--- config.mk ---
export PLATFORM = sky130hd
export DESIGN_NAME = booth_radix4_multiplier
export DESIGN_NICKNAME = d
export VERILOG_FILES = /design/src/rtl/booth_radix4_multiplier.sv
export SDC_FILE = /design/constraint.sdc
export NUM_CORES = 1
export LEC_CHECK = 0
export ABC_AREA = 1
export BUFFER_PORTS_ARGS = -buffer_cell sky130_fd_sc_hd__buf_4
export CAP_MARGIN = 20
export CORE_ASPECT_RATIO = 2
export CORE_MARGIN = 5
export CORE_UTILIZATION = 34
export CTS_CLUSTER_DIAMETER = 40
export CTS_CLUSTER_SIZE = 25
export DETAILED_ROUTE_END_ITERATION = 6
export PLACE_DENSITY = 0.52
export RECOVER_POWER = 25
export SYNTH_ARGS = -nofsm -noshare
export SYNTH_HDL_FRONTEND = slang
export SYNTH_SLANG_ARGS = --single-unit
--- constraint.sdc ---
create_clock -name clk -period 3.2 [get_ports clk]
set_input_delay 0 -clock clk [delete_from_list [all_inputs] [get_ports clk]]
set_output_delay 0 -clock clk [all_outputs]
set_load 0.03 [all_outputs]
--- src/rtl/booth_radix4_multiplier.sv ---
// rtl/booth_radix4_multiplier.sv - sequential radix-4 Booth multiplier, one digit per clock
module booth_radix4_multiplier #(
    parameter int WIDTH = 8
) (
    input  logic                 clk,
    input  logic                 rst,
    input  logic                 start,
    input  logic                 signed_mode,
    input  logic [WIDTH-1:0]     X,
    input  logic [WIDTH-1:0]     Y,
    output logic                 busy,
    output logic                 valid,
    output logic [2*WIDTH-1:0]   Z
);

    localparam int EXT   = WIDTH + 2;
    localparam int NITER = WIDTH / 2 + 1;
    localparam int HI    = WIDTH + 3;
    localparam int ACC   = HI + EXT;
    localparam int CW    = $clog2(NITER + 1);

    typedef enum logic {IDLE, CALC} state_t;

    state_t state, next_state;

    logic [WIDTH-1:0]      x_q;
    logic [WIDTH-1:0]      y_q;
    logic                  mode_q;
    logic [CW-1:0]         cnt;
    logic signed [ACC-1:0] acc;
    logic signed [ACC-1:0] acc_next;
    logic [EXT:0]          x_pad;
    logic [2:0]            trip;
    logic signed [HI-1:0]  y_hi;
    logic signed [HI-1:0]  pp;
    logic signed [HI-1:0]  upper_sum;
    logic                  last;

    // Extended X with the implicit zero below bit 0; digit i reads bits 2i+1..2i-1.
    assign x_pad = {{2{mode_q & x_q[WIDTH-1]}}, x_q, 1'b0};
    assign y_hi  = $signed({{3{mode_q & y_q[WIDTH-1]}}, y_q});
    assign trip  = x_pad[{cnt, 1'b0} +: 3];
    assign last  = (cnt == CW'(NITER - 1));

    always_comb begin
        pp = '0;
        case (trip)
            3'b001, 3'b010: pp = y_hi;
            3'b011:         pp = y_hi <<< 1;
            3'b100:         pp = -(y_hi <<< 1);
            3'b101, 3'b110: pp = -y_hi;
            default:        pp = '0;
        endcase
    end

    // Partial product lands in the upper part; the low EXT bits collect the shifted-out product.
    assign upper_sum = acc[ACC-1 -: HI] + pp;
    assign acc_next  = $signed({upper_sum, acc[EXT-1:0]}) >>> 2;

    always_ff @(posedge clk) begin
        if (rst) begin
            state <= IDLE;
        end else begin
            state <= next_state;
        end
    end

    always_comb begin
        next_state = state;
        busy       = 1'b0;
        case (state)
            IDLE: begin
                if (start) begin
                    next_state = CALC;
                end
            end
            CALC: begin
                busy = 1'b1;
                if (last) begin
                    next_state = IDLE;
                end
            end
            default: next_state = IDLE;
        endcase
    end

    always_ff @(posedge clk) begin
        if (rst) begin
            x_q    <= '0;
            y_q    <= '0;
            mode_q <= 1'b0;
            cnt    <= '0;
            acc    <= '0;
            Z      <= '0;
            valid  <= 1'b0;
        end else begin
            valid <= 1'b0;
            case (state)
                IDLE: begin
                    if (start) begin
                        x_q    <= X;
                        y_q    <= Y;
                        mode_q <= signed_mode;
                        cnt    <= '0;
                        acc    <= '0;
                    end
                end
                CALC: begin
                    acc <= acc_next;
                    cnt <= cnt + 1'b1;
                    if (last) begin
                        Z     <= acc_next[2*WIDTH-1:0];
                        valid <= 1'b1;
                    end
                end
                default: ;
            endcase
        end
    end

endmodule

Word-level counts from Yosys, hierarchy flattened:

Cells that the tools add are included.

* input port bits: 20
* output and inout bits: 18
* register bits after elaboration: 59
* memories: 0
* RAM bits: 0
* ROM bits: 0
* bits in latches: 0
* word-level logic and storage cells: 39

* add/sub/neg operators: 4
* multiply operators: 0
* multiplexer cells: 10
* bitwise gates (word level): 3
* reduce and logical (&&, ||, !) cells: 5
* eq/ne operators: 8
* order comparisons: 0
* shift operators: 1
* div/mod/pow operators: 0

Operators by type and width (number)
* $pmux W11 S4: 1
* $pmux W21 S2: 1
* $mux W21: 1
* $eq A3 B3 Y1 const B: 4
* $add A11 B11 Y11: 1
* $neg A10 Y11: 1
* $neg A9 Y11: 1
* $shiftx A11 B5 Y3: 1
* $eq A3 B2 Y1 const B: 2
* $pmux W3 S2: 1
* $reduce_or A2 Y1: 3
* $mux W1: 4
* $reduce_and A2 Y1: 2
* $add A3 B1 Y3 const B: 1
* $eq A3 B1 Y1 const B: 1
* $mux W3: 1
* $and A1 B1 Y1: 2
* $ne A2 B2 Y1 const B: 1
* $pmux W1 S2: 1
* $not A1 Y1: 1

Logic depth before layout (Yosys ltp):

Gate-level depths: netlist of run 1.

* word-level depth: 7
* mapped depth: 26
* mapped depth without buffers: 25

Worst setup path after synthesis of run 1:

Ideal clock, no wire load.

* kind: register to register
* start: reg cnt[2]
* end: reg acc[16]
* period minus slack after synthesis: 2902 ps
* buffers on the path: 0
* path slack: 298 ps
* arrival time: 2768 ps
* stages on the path, launching flop included: 25
* setup time: 134 ps
* required time: 3066 ps
* cell sequence: dfxtp_1 inv_2 nor3_2 nand2_2 nand2_1 nand2_2 inv_2 nor2_4 inv_4 nor2_8 a221oi_2 o21ai_1 ha_1 nand3_1 nand2_1 nand2_1 nand2_1 nand2_1 nand2_1 nand2_1 nand3_1 o21ai_0 or2_2 nand3_1 a21oi_1

* cells in the longest elaborated chain, start to end: 6
* elaborated cells on any way between the ends: 12
* those cells by class: 1 x add/sub; 6 x eq/ne; 1 x shift; 2 x mux; 2 x reduce/logical

Ends and longest elaborated chain
* from (decl): line 29 `logic [CW-1:0] cnt;`
* from (signal assigned): line 110 `cnt <= cnt + 1'b1;`
* $shiftx A11 B5 Y3 (*): line 42 `assign trip = x_pad[{cnt, 1'b0} +: 3];`
* $eq A3 B3 Y1 (tied with other cells): line 47 `case (trip)`
* $reduce_or A2 Y1: line 47
* $pmux W11 S4 (*): line 47
* $add A11 B11 Y11 (*): line 57 `assign upper_sum = acc[ACC-1 -: HI] + pp;`
* $pmux W21 S2 (*): line 98 `case (state)`
* to (signal assigned): line 109 `acc <= acc_next;`
* to (decl): line 30 `logic signed [ACC-1:0] acc;`

Mark *: on every way between the ends. The rest lies on a longest branch, timed or not.
A chain may end at the register's enable or synchronous reset.

Worst setup path in the final report of run 1:

* start: reg cnt[1]
* end: reg acc[15]

Same word-level chain as after synthesis.

==> summary.md, run 1 <==
| Metric | Value |
|---|---|
| Overall die area | 0.0109 mm^2 |
| Die outline height | 143 um |
| Worst Tran Pin Value | 919 ps |
| Detailed-route DRC error count | 0 |
| Half-perimeter wire length after detailed placement | 5.67 mm |
| Critical register-to-register path startpoint | cnt[1] |
| Max Fanout on Critical Path | 8 |
| Worst r2r dst | acc[15] |
| Total Nets Final | 500 |
| Count of TritonRoute iterations in the first routing pass | 4 |
| Clock power share | 34.3% |
| Post-synthesis area per instance | 7.43 um^2 |
| Detailed-route wire length | 7.43 mm |
| Switching pwr | 539 uW |
| Category of the worst setup path capture point | register |
| Deepest level of the CTS H-tree | 2 |
| Worst endpoint data arrival time | 3240 ps |
| Weighted congestion reported at the end of routability-driven placement | 0.928 |
| Result of the run | complete, no violations |
| Largest net degree at the start of global routing | 29 |
| Share of the cycle needed by the critical path after routing | 93.8% |
| Flop2flop setup slack | 200 ps |
| Dominant synthesized flop cell | dfxtp_1 |
| Mapped Cells | 402 |
| Sequential cell area fraction in the yosys report | 36.9% |
| Total clock sinks | 55 |
| Mapped Area | 0.00299 mm^2 |
| Post-Syn Nets | 436 |
| Hold path endpoint | y_q[6] |
| Final critical path time including I/O delays and setup | 3000 ps |
| Chip width | 76.3 um |
| Post-synth cell types | 42 |
| Async set or reset register ratio after synthesis | 0% |
| Total CTS buffers | 5 |
| Max-cap violation count | 0 |
| Fmax | 333 MHz |
| Quantity of I/O buffers inserted on ports | 37 |
| Start point of the worst min-delay path | Y[6] |
| Clock Skew | 6.50 ps |
| Max-slew headroom | 38.7% |
| Via count of the first global-routing pass | 2751 |
| Peak supply drop | 0.000204 V |
| Setup CP Type | register to register |
| Leak | 0.00160 uW |
| Setup total negative slack | 0 ps |
| Internal power of the cells | 1170 uW |
| GRT overflow | 0 |
| Final hold violations | 0 |
| Classification of the worst-slack hold path | input pin to register |
| Clock transition at path regs | 80 ps |
| Area of the core region | 0.00859 mm^2 |
| Switching share of power | 31.6% |
| Clk buf depth | 2 |
| Final setup violation count | 0 |
| Clk_lat worst skew | 300 ps |
| IO Pins | 38 |
| Master cell of the clock root buffer | clkbuf_16 |
| Via-to-Cell Ratio | 4.92 |
| Row Count | 48 |
| Wire length of the first global-routing pass | 12.3 mm |
| Layout Area Growth over Synthesis | 27.1% |
| EDFF count, synth | 0 |
| Worst setup SP type | register |
| Number of register bits inferred by synthesis | 55 |
| Critical Path RT | 3440 ps |
| Final count of pins violating max slew | 0 |
| Gate power share | 22.7% |
| Count of routing violations after the opening detailed-route iteration | 97 |
| Power per cell area | 449 mW/mm^2 |
| Total Routing Usage GR | 13.9% |
| Register share of total power | 43.0% |
| CTS tree | done |
| Synth warnings | 0 |
| Wire length per cell | 13.1 um |
| Routed vias | 2792 |
| Hold slack | 11.4 ps |
| Antenna violations before repair | 0 |
| Starting Density | 34.8% |
| Hold Path Depth | 3 |
| Antenna fix cells | 0 |
| Worst r2r path cells | 21 |
| Ratio of cells with drive above 1 in the final layout | 22.1% |
| Remaining number of nets flagged by the antenna check after routing | 0 |
placed cells by master (no fill, tap or decap), types with 2 or more instances in the layout:
cell and instances:
dfxtp_1 52, clkbuf_1 18, nand3_2 5, dfxtp_4 3, nand2_1 91, o21ai_1 4
clkbuf_16 5, inv_4 2, xnor2_1 2, nand3_1 22, ha_1 11, nor3_2 2
nor2_4 3, xor2_1 8, a21oi_1 35, nand2_2 12, nor2_2 6, inv_2 8
o2111ai_1 5, dlygate4sd3_1 16, buf_4 36, o21ai_0 20, inv_1 30, a22o_1 13
a21oi_2 6, nor2_1 26, a31oi_1 2
cell usage after synthesis, drive strengths merged, types with 4 or more instances:
cell type  number  area, um^2
o2111ai         5        43.8
xor2            8        70.1
a22o           13         114
nand3          27         150
dfxtp          55        1100
a21oi          41         213
nand2         104         415
o21ai          25         129
clkbuf         12        55.1
nor3            4        25.0
inv            40         153
nor2           36         179
ha             13         163
layer usage:
| metal | vias to the layer above | track usage, % | routed length, um |
|---|---|---|---|
| met5 | - | 0 | 0 |
| met1 | 1269 | 13.5 | 2850 |
| met4 | 0 | 7.93 | 262 |
| met2 | 43 | 26.9 | 4110 |
| li1 | 1462 | - | - |
| met3 | 18 | 2.15 | 202 |
registers in the layout (all words and copies together) (netlist names):
name	count
Z	16
state	1
x_q	8
y_q	8
cnt	3
acc	17
mode_q	1
valid	1
metrics by stage:
step           instances  worst slack [ps]  power, uW  cell area, um^2  util (%)
2_1_floorplan        402               298       1000             2990         -
4_1_cts              563              36.2       1710             3740      43.6
3_3_place_gp         538              45.3       1090             3410      39.8
3_5_place_dp         538             -19.0       1090             3410      39.8
6_report             567               197       1700             3800      44.2
5_1_grt              567             -11.3       1810             3800      44.2
cell type report:
cell class	instances	area [um^2]
fill	933	4790
timing repair buffer	70	498
inverter	41	159
clock inverter	3	33.8
tap	100	125
clock buffer	5	125
sequential	55	1110
multi-input combinational	293	1750
cells by family (layout without fill, tap and decap cells):
kind of cell / Yosys count / after routing / share of synthesized area [%]
adder cells (fa/ha/maj): 14 / 14 / 6.11
XOR/XNOR: 10 / 10 / 2.93
AND/OR/NAND/NOR: 175 / 175 / 26.8
AO/OA/AOI/OAI: 94 / 94 / 19.8
flip-flops: 55 / 55 / 36.9
buffers and inverters: 54 / 119 / 7.45
repair_timing:
action                     in CTS  in global routing
resized for setup               1                 28
setup endpoints to repair       2                  7
pin swaps                       1                 10
hold endpoints to repair       16                  0
hold buffers                   16                  0
setup buffers                   1                  4
worst max-delay path by stage:
stage,startpoint,end,slack (ps),cells past startpoint
3_3_place_gp,cnt[2],acc[15],50,21
4_1_cts,cnt[2],acc[15],40,21
2_1_floorplan,cnt[2],acc[16],300,24
3_5_place_dp,cnt[1],acc[15],-20,21
6_report,cnt[1],acc[15],200,21
5_1_grt,x_q[7],acc[16],-10,24
power groups by stage:
stage                     Clock [uW]  Sequential [uW]  Combinational [uW]
after floorplan                    0              744                 257
after global placement             0              750                 343
after detailed placement           0              750                 345
after CTS                        610              734                 365
after global routing             632              737                 436
final                            585              733                 387
worst max-delay path, stage by stage (launching register included):
cell and delay (ps):
dfxtp_4 400, nand2_1 80, a21oi_2 150, nand2_2 90, nand2_2 100, nand2_2 80
inv_2 70, nor2_4 40, inv_4 90, nor2_8 50, a221oi_2 200, o21ai_1 100
ha_1 380, a21oi_2 100, o21ai_1 190, a21oi_1 80, or2_4 250, a22oi_2 140
inv_1 50, nand2_1 70, nand3_1 90, a21oi_2 150
Note: power is estimated with default switching activity, not from simulation.
==> run 2, diff against run 1 <==
ABC_AREA = 0   (was 1)
==> summary.md, run 2 <==
| Metric | Value |
|---|---|
| Worst setup SP type | register (unchanged) |
| Final count of pins violating max slew | 0 (unchanged) |
| Setup total negative slack | -715 ps (was 0 ps) |
| Quantity of I/O buffers inserted on ports | 37 (unchanged) |
| Starting Density | 34.6% (was 34.8%) |
| Area of the core region | 0.00853 mm^2 (was 0.00859 mm^2) |
| Leading registers by flop count | acc: 17 flops, Z: 16 flops (unchanged) |
| RSZ-0062 raised after global routing | true |
| CTS tree | done (unchanged) |
| Most common cell in the netlist | dfxtp_1 (was nand2_1) |
| Max-cap violation count | 0 (unchanged) |
| Synth warnings | 0 (unchanged) |
| Combined area of the multi-input logic cells | 0.00187 mm^2 (was 0.00175 mm^2) |
| Worst Tran Pin Value | 607 ps (was 919 ps) |
| Setup Slack @ Placement | -296 ps (was -19.0 ps) |
| Count of TritonRoute iterations in the first routing pass | 4 (unchanged) |
| Combined flip-flop and latch cell area | 0.00110 mm^2 (was 0.00111 mm^2) |
| Clk buf depth | 2 (unchanged) |
| Category of the worst setup path capture point | register (unchanged) |
| Result of the run | complete, but fails checks (was complete, no violations) |
| EDFF count, synth | 0 (unchanged) |
| Wire length per cell | 13.9 um (was 13.1 um) |
| Share of the cycle needed by the critical path after routing | 105% (was 93.8%) |
| Area leader, netlist | dfxtp_1 (unchanged) |
| Chip width | 75.8 um (was 76.3 um) |
| Sequential cell area fraction in the yosys report | 37.4% (was 36.9%) |
| Clock Skew | 5.47 ps (was 6.50 ps) |
| Mapped Cells | 358 (was 402) |
| Largest register FFs | 17 (unchanged) |
| Deepest level of the CTS H-tree | 2 (unchanged) |
| Via-to-Cell Ratio | 5.09 (was 4.92) |
| Total CTS buffers | 5 (unchanged) |
| Weighted congestion reported at the end of routability-driven placement | 0.798 (was 0.928) |
| Ratio of cells with drive above 1 in the final layout | 25.8% (was 22.1%) |
| Routed vias | 2801 (was 2792) |
| Critical Path RT | 3440 ps (about the same) |
| Leading cell types by count after synthesis | dfxtp_1 (55), nand2_1 (49), a21oi_1 (39), nor2_1 (39), clkbuf_1 (19) (was nand2_1 (96), dfxtp_1 (55), a21oi_1 (39)) |
| Final critical-path setup slack | -161 ps (was 197 ps) |
| Total Nets Final | 483 (was 500) |
| Post-synthesis mux area share | 2.93% (was 0%) |
| Post-synth cell types | 53 (was 42) |
| Post-synthesis area per instance | 8.23 um^2 (was 7.43 um^2) |
| Largest net degree at the start of global routing | 45 (was 29) |
| Ranking of synthesized cells by area | dfxtp_1 (37%), a21oi_1 (6.6%), nand2_1 (6.2%), ha_1 (5.5%), nor2_1 (5.0%) (was dfxtp_1 (37%), nand2_1 (12%), a21oi_1 (6.5%), ha_1 (5.4%), nand3_1 (4.0%)) |
| Total clock sinks | 55 (unchanged) |
| Via count of the first global-routing pass | 2727 (was 2751) |
| Detailed-route wire length | 7.65 mm (was 7.43 mm) |
| Fraction of the mapped netlist area in compound gates | 20.6% (was 19.8%) |
| Dominant synthesized flop cell | dfxtp_1 (unchanged) |
| Async set or reset register ratio after synthesis | 0% (unchanged) |
| Wire length of the first global-routing pass | 12.8 mm (was 12.3 mm) |
| Total Routing Usage GR | 15.2% (was 13.9%) |
| Row Count | 48 (unchanged) |
| Antenna violations before repair | 0 (unchanged) |
| Detailed-route DRC error count | 0 (unchanged) |
| Master cell of the clock root buffer | clkbuf_16 (unchanged) |
| Adder-cell share of the synthesized area | 6.20% (was 6.11%) |
| Layout Area Growth over Synthesis | 40.2% (was 27.1%) |
| Dominant combinational cell family by area after synthesis | simple AND/OR/NAND/NOR gates (unchanged) |
| Die outline height | 142 um (was 143 um) |
| Xor-xnor portion of the synthesized cell area | 4.16% (was 2.93%) |
| Commonest cells after routing, fill and taps aside | buf_4 (71), dfxtp_1 (54), nand2_1 (47), nor2_1 (38), a21oi_1 (34) (was nand2_1 (91), dfxtp_1 (52), buf_4 (36), a21oi_1 (35), inv_1 (30)) |
| Power per cell area | 403 mW/mm^2 (was 449 mW/mm^2) |
| Violated checks | negative setup slack |
| Worst endpoint data arrival time | 3600 ps (was 3240 ps) |
| Setup CP Type | register to register (unchanged) |
| Mapped Area | 0.00295 mm^2 (was 0.00299 mm^2) |
| Antenna fix cells | 0 (unchanged) |
| IO Pins | 38 (unchanged) |
| Post-Syn Nets | 392 (was 436) |
| Number of register bits inferred by synthesis | 55 (unchanged) |
| Register with the most flip-flops | acc (unchanged) |
| Area share of the largest cell type after synthesis | 37.4% (was 36.9%) |
| Final hold violations | 0 (unchanged) |
| Leak | 0.00174 uW (was 0.00160 uW) |
| Classification of the worst-slack hold path | input pin to register (unchanged) |
| Max Fanout on Critical Path | 5 (was 8) |
| Final critical path time including I/O delays and setup | 3360 ps (was 3000 ps) |
| Final setup violation count | 7 (was 0) |
| GRT overflow | 0 (unchanged) |
| Synth Area in Simple Gates | 24.3% (was 26.8%) |
| Count of routing violations after the opening detailed-route iteration | 68 (was 97) |
| Fmax | 298 MHz (was 333 MHz) |
| Peak supply drop | 0.000323 V (was 0.000204 V) |
| Remaining number of nets flagged by the antenna check after routing | 0 (unchanged) |
| Clock transition at path regs | 70 ps (was 80 ps) |
| Max-slew headroom | 59.5% (was 38.7%) |
| FILL cells | 884 (was 933) |
| Commonest non-fill, non-tap cell in the layout | buf_4 (was nand2_1) |
| Clk_lat worst skew | 300 ps (about the same) |
| Overall die area | 0.0107 mm^2 (was 0.0109 mm^2) |
| Half-perimeter wire length after detailed placement | 5.76 mm (was 5.67 mm) |
run 2: changes by cell type after synthesis, sizes merged, moves of 4 or more:
| cell | previous run | this run |
|---|---|---|
| nand2b | 0 | 5 |
| nor3b | 0 | 16 |
| o21ai | 25 | 16 |
| nand3 | 27 | 8 |
| o2111ai | 5 | 0 |
| nand2 | 104 | 50 |
| and2 | 0 | 4 |
| o311ai | 0 | 5 |
| clkbuf | 12 | 19 |
| inv | 40 | 7 |
| buf | 1 | 6 |
run 2: area by class of cell:
class | count | share of cell area (%)
Multi-Input combinational cell | 271 | 45.2
Sequential cell | 55 | 26.7
Timing Repair Buffer | 109 | 20.3
Clock buffer | 5 | 3.03
Tap cell | 100 | 3.03
Clock inverter | 3 | 1.09
Inverter | 7 | 0.636
run 2: worst max-delay path, cell delays in order (launching register included):
cell and delay [ps]:
dfxtp_4 370, mux4_2 540, nand2b_4 100, and2_4 130, buf_6 110, nor2_2 40
xor2_1 140, a222oi_1 260, inv_1 120, ha_4 300, a21oi_4 50, o211ai_1 230
o41ai_2 110, buf_4 150, o21a_1 170, or4_1 390, nand4_1 90
run 2: final timing paths:
kind                from  cells past startpoint  slack [ps]  endpoint
hold / removal       rst                      2         120    acc[3]
setup / recovery  cnt[0]                     16        -160   acc[19]
hold reg to reg   acc[3]                      1         460      Z[1]
setup reg to reg  cnt[0]                     16        -160   acc[19]
run 2: per-layer routing:
metal / GRT usage (%) / wire, um / vias to the layer above
met3: 2.20 / 231 / 16
met5: 0 / 0 / -
met1: 15.7 / 2820 / 1308
met2: 28.5 / 4370 / 38
met4: 6.91 / 232 / 0
li1: - / - / 1439
run 2: power by group:
part / internal [uW] / switching (uW)
clock: 373 / 265
sequential: 702 / 21.9
combinational: 152 / 150
run 2: logic make-up (layout without fill, tap and decap cells):
logic type                 count (synthesis)  after routing
AOI/OAI and AO/OA                         93             93
xor gates and xnor gates                  14             14
muxes                                      6              6
DFF                                       55             55
adders and majority gates                 14             14
and+or+nand+nor                          144            144
buffers and inverters                     32            124
run 2: stage by stage:
step / power, uW / area [um^2] / utilization, % / hold WS (ps) / std cells
5_1_grt: 1730 / 4130 / 48.4 / 165 / 550
3_3_place_gp: 1000 / 3660 / 42.9 / 248 / 514
2_1_floorplan: 899 / 3020 / - / 136 / 358
4_1_cts: 1670 / 4110 / 48.2 / 139 / 543
3_5_place_dp: 1000 / 3660 / 42.9 / 256 / 514
6_report: 1660 / 4130 / 48.4 / 125 / 550
run 2: repair_timing:
item	CTS	global route
cloned	0	0
resized for setup	18	10
endpoints found under the hold margin	17	0
pin swaps	15	10
endpoints found under the setup margin	5	9
setup buffers	4	7
hold buffers	17	0
